--- src/rtl/iomem_dma_if.sv ---
// Command and iomem bus bundle for iomem_dma. The error signal exists only
// when IOMEM_DMA_TIMEOUT_EN is defined.
interface iomem_dma_if;
  logic        cmd_start;
  logic        cmd_abort;
  logic [31:0] cmd_src;
  logic [31:0] cmd_dst;
  logic [15:0] cmd_len;
  logic        busy;
  logic        done;
  logic [15:0] words_done;
  logic        iomem_valid;
  logic [3:0]  iomem_wstrb;
  logic [31:0] iomem_addr;
  logic [31:0] iomem_wdata;
  logic        iomem_ready;
  logic [31:0] iomem_rdata;
`ifdef IOMEM_DMA_TIMEOUT_EN
  logic        error;
`endif

  modport master (
    input  cmd_start, cmd_abort, cmd_src, cmd_dst, cmd_len, iomem_ready, iomem_rdata,
    output busy, done, words_done, iomem_valid, iomem_wstrb, iomem_addr, iomem_wdata
`ifdef IOMEM_DMA_TIMEOUT_EN
    , output error
`endif
  );

  modport slave (
    output cmd_start, cmd_abort, cmd_src, cmd_dst, cmd_len, iomem_ready, iomem_rdata,
    input  busy, done, words_done, iomem_valid, iomem_wstrb, iomem_addr, iomem_wdata
`ifdef IOMEM_DMA_TIMEOUT_EN
    , input error
`endif
  );
endinterface

--- src/rtl/iomem_dma.sv ---
// Word-copy DMA over the iomem bus: one read then one write per word.
// Define IOMEM_DMA_TIMEOUT_EN to add a ready-wait timeout and error output.
module iomem_dma #(
  parameter int unsigned DST_INC        = 1,
  parameter int unsigned TIMEOUT_CYCLES = 255
) (
  input  logic        clk,
  input  logic        resetn,
  iomem_dma_if.master bus
);

  typedef enum logic [2:0] {IDLE, RD, RD_GAP, WR, WR_GAP, FIN} state_t;

  localparam logic [31:0] ADDR_MASK = 32'hFFFF_FFFC;

  state_t      state;
  logic [31:0] src;
  logic [31:0] dst;
  logic [31:0] data_buf;
  logic [15:0] len;
  logic        abort_pend;
  logic        hs;

  assign hs = bus.iomem_valid && bus.iomem_ready;

`ifdef IOMEM_DMA_TIMEOUT_EN
  localparam int unsigned CW = $clog2(TIMEOUT_CYCLES + 1);
  localparam logic [CW-1:0] WAIT_LAST = CW'(TIMEOUT_CYCLES - 1);
  logic [CW-1:0] wait_cnt;
`endif

  // NOTE: the reset is synchronous, so it lives inside the clocked branch and
  // every register, including the data buffer, gets an explicit value.
  always_ff @(posedge clk) begin
    if (!resetn) begin
      state            <= IDLE;
      src              <= '0;
      dst              <= '0;
      len              <= '0;
      data_buf         <= '0;
      abort_pend       <= 1'b0;
      bus.busy         <= 1'b0;
      bus.done         <= 1'b0;
      bus.words_done   <= '0;
      bus.iomem_valid  <= 1'b0;
      bus.iomem_wstrb  <= '0;
      bus.iomem_addr   <= '0;
      bus.iomem_wdata  <= '0;
`ifdef IOMEM_DMA_TIMEOUT_EN
      wait_cnt         <= '0;
      bus.error        <= 1'b0;
`endif
    end else begin
      // NOTE: non-blocking defaults first; a later assignment in the case
      // below overrides them because the last scheduled update wins.
      bus.done <= 1'b0;
      if (state != IDLE && bus.cmd_abort) abort_pend <= 1'b1;
`ifdef IOMEM_DMA_TIMEOUT_EN
      if (bus.iomem_valid && !bus.iomem_ready) wait_cnt <= wait_cnt + 1'b1;
`endif

      unique case (state)
        IDLE: begin
          if (bus.cmd_start) begin
            src            <= bus.cmd_src & ADDR_MASK;
            dst            <= bus.cmd_dst & ADDR_MASK;
            len            <= bus.cmd_len;
            bus.words_done <= '0;
            bus.busy       <= 1'b1;
`ifdef IOMEM_DMA_TIMEOUT_EN
            bus.error      <= 1'b0;
            wait_cnt       <= '0;
`endif
            if (bus.cmd_len == 16'd0) begin
              state <= FIN;
            end else begin
              bus.iomem_valid <= 1'b1;
              bus.iomem_addr  <= bus.cmd_src & ADDR_MASK;
              bus.iomem_wstrb <= 4'h0;
              state           <= RD;
            end
          end
        end

        RD: begin
          if (hs) begin
            data_buf        <= bus.iomem_rdata;
            src             <= src + 32'd4;
            bus.iomem_valid <= 1'b0;
            bus.iomem_addr  <= '0;
            state           <= RD_GAP;
          end
`ifdef IOMEM_DMA_TIMEOUT_EN
          else if (wait_cnt == WAIT_LAST) begin
            bus.iomem_valid <= 1'b0;
            bus.iomem_addr  <= '0;
            bus.error       <= 1'b1;
            state           <= FIN;
          end
`endif
        end

        RD_GAP: begin
          bus.iomem_valid <= 1'b1;
          bus.iomem_addr  <= dst;
          bus.iomem_wstrb <= 4'hF;
          bus.iomem_wdata <= data_buf;
`ifdef IOMEM_DMA_TIMEOUT_EN
          wait_cnt        <= '0;
`endif
          state           <= WR;
        end

        WR: begin
          if (hs) begin
            bus.iomem_valid <= 1'b0;
            bus.iomem_addr  <= '0;
            bus.iomem_wstrb <= '0;
            bus.iomem_wdata <= '0;
            bus.words_done  <= bus.words_done + 16'd1;
            if (DST_INC != 0) dst <= dst + 32'd4;
            state           <= WR_GAP;
          end
`ifdef IOMEM_DMA_TIMEOUT_EN
          else if (wait_cnt == WAIT_LAST) begin
            bus.iomem_valid <= 1'b0;
            bus.iomem_addr  <= '0;
            bus.iomem_wstrb <= '0;
            bus.iomem_wdata <= '0;
            bus.error       <= 1'b1;
            state           <= FIN;
          end
`endif
        end

        WR_GAP: begin
          // An abort arriving in this very cycle also ends the copy here.
          if (bus.words_done == len || abort_pend || bus.cmd_abort) begin
            state <= FIN;
          end else begin
            bus.iomem_valid <= 1'b1;
            bus.iomem_addr  <= src;
            bus.iomem_wstrb <= 4'h0;
`ifdef IOMEM_DMA_TIMEOUT_EN
            wait_cnt        <= '0;
`endif
            state           <= RD;
          end
        end

        FIN: begin
          bus.done   <= 1'b1;
          bus.busy   <= 1'b0;
          abort_pend <= 1'b0;
          state      <= IDLE;
        end

        default: state <= IDLE;
      endcase
    end
  end

endmodule

--- src/flat_wrapper.sv ---
// flat-port wrapper written by rule: the top's interface ports become plain ports
module iomem_dma_flat 
#(
  parameter int unsigned DST_INC        = 1,
  parameter int unsigned TIMEOUT_CYCLES = 255
)
  (clk, resetn, bus_cmd_start, bus_cmd_abort, bus_cmd_src, bus_cmd_dst, bus_cmd_len, bus_iomem_ready, bus_iomem_rdata, bus_busy, bus_done, bus_words_done, bus_iomem_valid, bus_iomem_wstrb, bus_iomem_addr, bus_iomem_wdata);
  iomem_dma_if bus_i ();
  input  logic clk;
  input  logic resetn;
  input wire logic [$bits(bus_i.cmd_start)-1:0] bus_cmd_start;
  input wire logic [$bits(bus_i.cmd_abort)-1:0] bus_cmd_abort;
  input wire logic [$bits(bus_i.cmd_src)-1:0] bus_cmd_src;
  input wire logic [$bits(bus_i.cmd_dst)-1:0] bus_cmd_dst;
  input wire logic [$bits(bus_i.cmd_len)-1:0] bus_cmd_len;
  input wire logic [$bits(bus_i.iomem_ready)-1:0] bus_iomem_ready;
  input wire logic [$bits(bus_i.iomem_rdata)-1:0] bus_iomem_rdata;
  output wire logic [$bits(bus_i.busy)-1:0] bus_busy;
  output wire logic [$bits(bus_i.done)-1:0] bus_done;
  output wire logic [$bits(bus_i.words_done)-1:0] bus_words_done;
  output wire logic [$bits(bus_i.iomem_valid)-1:0] bus_iomem_valid;
  output wire logic [$bits(bus_i.iomem_wstrb)-1:0] bus_iomem_wstrb;
  output wire logic [$bits(bus_i.iomem_addr)-1:0] bus_iomem_addr;
  output wire logic [$bits(bus_i.iomem_wdata)-1:0] bus_iomem_wdata;
  assign bus_i.cmd_start = bus_cmd_start;
  assign bus_i.cmd_abort = bus_cmd_abort;
  assign bus_i.cmd_src = bus_cmd_src;
  assign bus_i.cmd_dst = bus_cmd_dst;
  assign bus_i.cmd_len = bus_cmd_len;
  assign bus_i.iomem_ready = bus_iomem_ready;
  assign bus_i.iomem_rdata = bus_iomem_rdata;
  assign bus_busy = bus_i.busy;
  assign bus_done = bus_i.done;
  assign bus_words_done = bus_i.words_done;
  assign bus_iomem_valid = bus_i.iomem_valid;
  assign bus_iomem_wstrb = bus_i.iomem_wstrb;
  assign bus_iomem_addr = bus_i.iomem_addr;
  assign bus_iomem_wdata = bus_i.iomem_wdata;
  iomem_dma #(.DST_INC(DST_INC), .TIMEOUT_CYCLES(TIMEOUT_CYCLES)) u_core (.clk(clk), .resetn(resetn), .bus(bus_i));
endmodule
--- config.mk ---
export PLATFORM = sky130hd
export DESIGN_NAME = iomem_dma_flat
export DESIGN_NICKNAME = d
export VERILOG_FILES = /design/src/rtl/iomem_dma_if.sv /design/src/rtl/iomem_dma.sv /design/src/flat_wrapper.sv
export SDC_FILE = /design/constraint.sdc
export NUM_CORES = 1
export LEC_CHECK = 0
export ABC_AREA = 0
export CORE_ASPECT_RATIO = 2
export CORE_MARGIN = 2
export CORE_UTILIZATION = 55
export DETAILED_ROUTE_END_ITERATION = 6
export PLACE_DENSITY = 0.86
export SETUP_SLACK_MARGIN = 0.15
export SLEW_MARGIN = 0
export SYNTH_ARGS = -nofsm -noshare
export SYNTH_HDL_FRONTEND = slang
export SYNTH_SLANG_ARGS = --single-unit
--- constraint.sdc ---
create_clock -name clk -period 4.5 [get_ports clk]
set_input_delay 0.675 -clock clk [delete_from_list [all_inputs] [get_ports clk]]
set_output_delay 0.675 -clock clk [all_outputs]
set_load 0.05 [all_outputs]
==> impl_metrics.csv <==
group,metric,value,unit
yosys,synth-seq-area-share,40.3,%
setup_path,crit_path_end,"u_core.data_buf[24]",
setup_path,critical_path_class,"flip-flop to flip-flop",
placement,gp_congestion,0.942,
routing,first_pass_iters,5,
routing,remaining_drc_errors,0,
worst_hold_path,worst_hold_path_class,"flip-flop to flip-flop",
routing,dr.first_iter.drc_count,536,
global_routing,number_of_antenna_violations_at_the_first_check_in_global_routing,0,
yosys,synth.net_count,1352,
power_and_ir_drop,power.density_cell_area,335,nW/um^2
yosys,ys.warnings.count,0,
global_routing,grt_max_degree,71,
yosys,post_synth_inst_count,1232,
timing,tightestPinTransition,1.17,ns
global_routing,grt_use_met2,56.6,%
floorplan,design.die.area,18800,sq um
cts,clock_sinks,195,
global_routing,grt_pass1_wl,47500,um
floorplan,die_x_extent,97.8,um
setup_path,timing.critical_path.required,4.85,ns
routing,drt-wirelength-per-cell,18.9,um
floorplan,ioPinCount,204,
final_layout,post_route_cells_drive_above_1_share,5.87,%
floorplan,start_util,56.1,%
power_and_ir_drop,leakagePower,4.29,nW
placement,numPortBuffers,199,
global_routing,use_met1,30.7,%
timing,final_critical_path_setup_slack,1.40,ns
yosys,yosys.area.top_type_share,40.3,%
floorplan,fp.dieH,192,um
global_routing,grtUsageTotal,31.5,%
timing,clock_skew,0.0186,ns
routing,drt-total-wl,30100,um
setup_path,regToRegSetupSlack,1.40,ns
timing,report.final.slew_viol_count,0,
routing,avgViaCountPerCell,6.23,
final_layout,finalNetCount,1487,
final_layout,area_growth_syn_to_layout,26.1,%
global_routing,via_count_of_the_first_global_routing_pass,9679,
worst_hold_path,worst_hold_path.num_cells,2,
yosys,number_of_distinct_library_cells_after_synthesis,64,
routing,drt.antenna.violating_nets,0,
setup_path,critPathCaptureType,"flip-flop",
cts,cts_root_buf,"clkbuf_16",
cts,ctsLongestPathBuffers,2,
timing,setup_viol,0,
setup_path,timing.rr.end,"u_core.data_buf[24]",
global_routing,grt_remaining_overflow,0,
power_and_ir_drop,vdd.ir_drop.worst,0.000250,V
setup_path,data_arrival_time_of_the_critical_path,3.45,ns
routing,detailroute.via_count,9899,
timing,worst_slew_margin_rel,21.9,%
setup_path,critPathLaunch,"u_core.state[2]",
job,maxCapViolCount,0,
placement,place.detailed.hpwl,21400,um
timing,fmax,323,MHz
global_routing,global_route.usage.met3,6.00,%
yosys,synth_area_per_cell,7.86,sq um
floorplan,core,17300,sq um
setup_path,r2r_start,"u_core.state[2]",
cts,cts_hold_buf,0,
floorplan,placementRows,68,
setup_path,setup.worst_path.start_class,"flip-flop",
timing,final_hold_viol_count,0,
timing,layout_min_cycle_time,3.10,ns
cts,cts_inserted_buffers,17,
yosys,ys_top_cells_by_area,"dfxtp_1 40%, nand2_1 10%, mux2i_1 6.7%",
cts,clock_tree_from_tritoncts,"built",
yosys,synth.cell_area,9680,sq um
yosys,ys_seq_elements,195,
timing,final_min_period_over_clock_period,68.8,%
cts,htree_num_levels,4,
yosys,synth_flop_cell,"dfxtp_1",
cts,cts_resized,0,
final_layout,antennaDiodeCount,0,
yosys,synth_top_cell_by_area,"dfxtp_1",
setup_path,number_of_cells_traversed_by_the_worst_register_to_register_path,6,
global_routing,globalRoute.busiestLayer,"met2",
timing,unrepaired_setup_endpoints_after_global_routing,"no",
cts,worst_setup_hold_path_clk_slew,0.08,ns
cts,post-cts-setup-buffer-count,0,
placement,pre_cts_ws,1.18,ns
yosys,synth_async_sr_flop_share,0,%
cts,insertion_delay,0.45,ns
yosys,synth_enable_flop_cells,0,
status,outcome,"finished clean",
setup_path,worst-path-max-fanout,52,
timing,fin_setup_tns,0,ns
layout by cell type (no fill, tap or decap), types with 9 or more instances in the layout:
cell and n:
nand2_1 262, clkdlybuf4s50_1 198, dfxtp_1 193, nor2_1 107, a21oi_1 105, mux2i_1 65
o21ai_0 42, a22oi_1 39, o22ai_1 39, nand3_1 29, and3_1 23, nand4_1 21
buf_4 20, xnor2_1 19, nor3_1 19, clkbuf_16 17, and2_1 13, a31oi_1 13
xor2_1 12, a211oi_1 10, nor4_1 9, and4_1 9
worst max-delay path, cell delays in order (launching register included):
cell,delay [ns]
dfxtp_2,0.98
buf_4,0.46
nor3b_2,0.09
buf_4,0.25
nand2_1,0.87
nand2_1,0.12
a21oi_1,0.19
how the worst min path moves through the flow:
stage	startpoint	end
4_1_cts	u_core.bus.iomem_addr[1]	u_core.bus.iomem_addr[1]
3_5_place_dp	u_core.bus.iomem_addr[1]	u_core.bus.iomem_addr[1]
6_report	u_core.bus.iomem_addr[1]	u_core.bus.iomem_addr[1]
2_1_floorplan	u_core.data_buf[0]	u_core.data_buf[0]
5_1_grt	u_core.data_buf[25]	u_core.data_buf[25]
3_3_place_gp	u_core.bus.iomem_addr[1]	u_core.bus.iomem_addr[1]
flip-flops by register name (all words and copies together) (netlist names):
| register | flops |
|---|---|
| u_core.bus.iomem_wdata | 32 |
| u_core.data_buf | 32 |
| u_core.bus.iomem_addr | 31 |
| u_core.dst | 30 |
| u_core.src | 30 |
| u_core.bus.words_done | 16 |
| u_core.len | 16 |
| u_core.state | 3 |
| u_core.abort_pend | 1 |
| u_core.bus.busy | 1 |
| u_core.bus.done | 1 |
| u_core.bus.iomem_valid | 1 |
| u_core.bus.iomem_wstrb | 1 |
power breakdown:
group | leakage [nW] | switching, mW | internal, mW
Sequential | 1.59 | 0.118 | 1.81
Clock | 0.267 | 0.728 | 0.725
Combinational | 2.44 | 0.406 | 0.299
kinds of logic after synthesis:
kind of cell / count (synthesis) / share of synthesized area, %
and+or+nand+nor: 517 / 23.8
AOI/OAI and AO/OA: 315 / 21.2
adders and majority gates: 3 / 0.388
DFF: 195 / 40.3
muxes: 65 / 6.72
xor gates and xnor gates: 31 / 2.80
buffers and inverters: 106 / 4.83
metal layers:
layer | routed length [um] | share of wire (%)
met2 | 15700 | 52
met5 | 0 | 0
met1 | 10200 | 34
met3 | 1660 | 5.5
met4 | 2530 | 8.4
final cells by class:
cell class	instances	area, sq um
Tap cell	210	263
Clock buffer	18	429
Timing Repair Buffer	219	2140
Clock inverter	14	114
Inverter	3	12.5
Sequential cell	195	3910
Multi-Input combinational cell	931	5350
Fill cell	1402	5060
per-stage QoR:
step                util [%]  total power [mW]  hold slack [ns]  std cells  instance area, sq um
CTS                     70.7              4.10            0.452       1590                 12200
floorplan                  -              2.38            0.437       1232                  9680
finish                  70.7              4.09            0.446       1590                 12200
global route            70.7              4.23            0.474       1590                 12200
detailed placement      67.6              2.67            0.440       1558                 11700
global placement        67.6              2.65            0.430       1558                 11700
Yosys cell counts (12+ instances only):
master	instances
xnor2_1	19
dfxtp_1	195
a22oi_1	39
a31oi_1	14
nand4_1	21
o22ai_1	39
and3_1	23
xor2_1	12
nor3_1	19
nor2_1	108
buf_2	26
a21oi_1	106
nand3_1	29
nand2_1	262
clkbuf_1	67
and2_1	13
o21ai_0	42
mux2i_1	65
No activity file was read; power rests on OpenSTA's default activity.
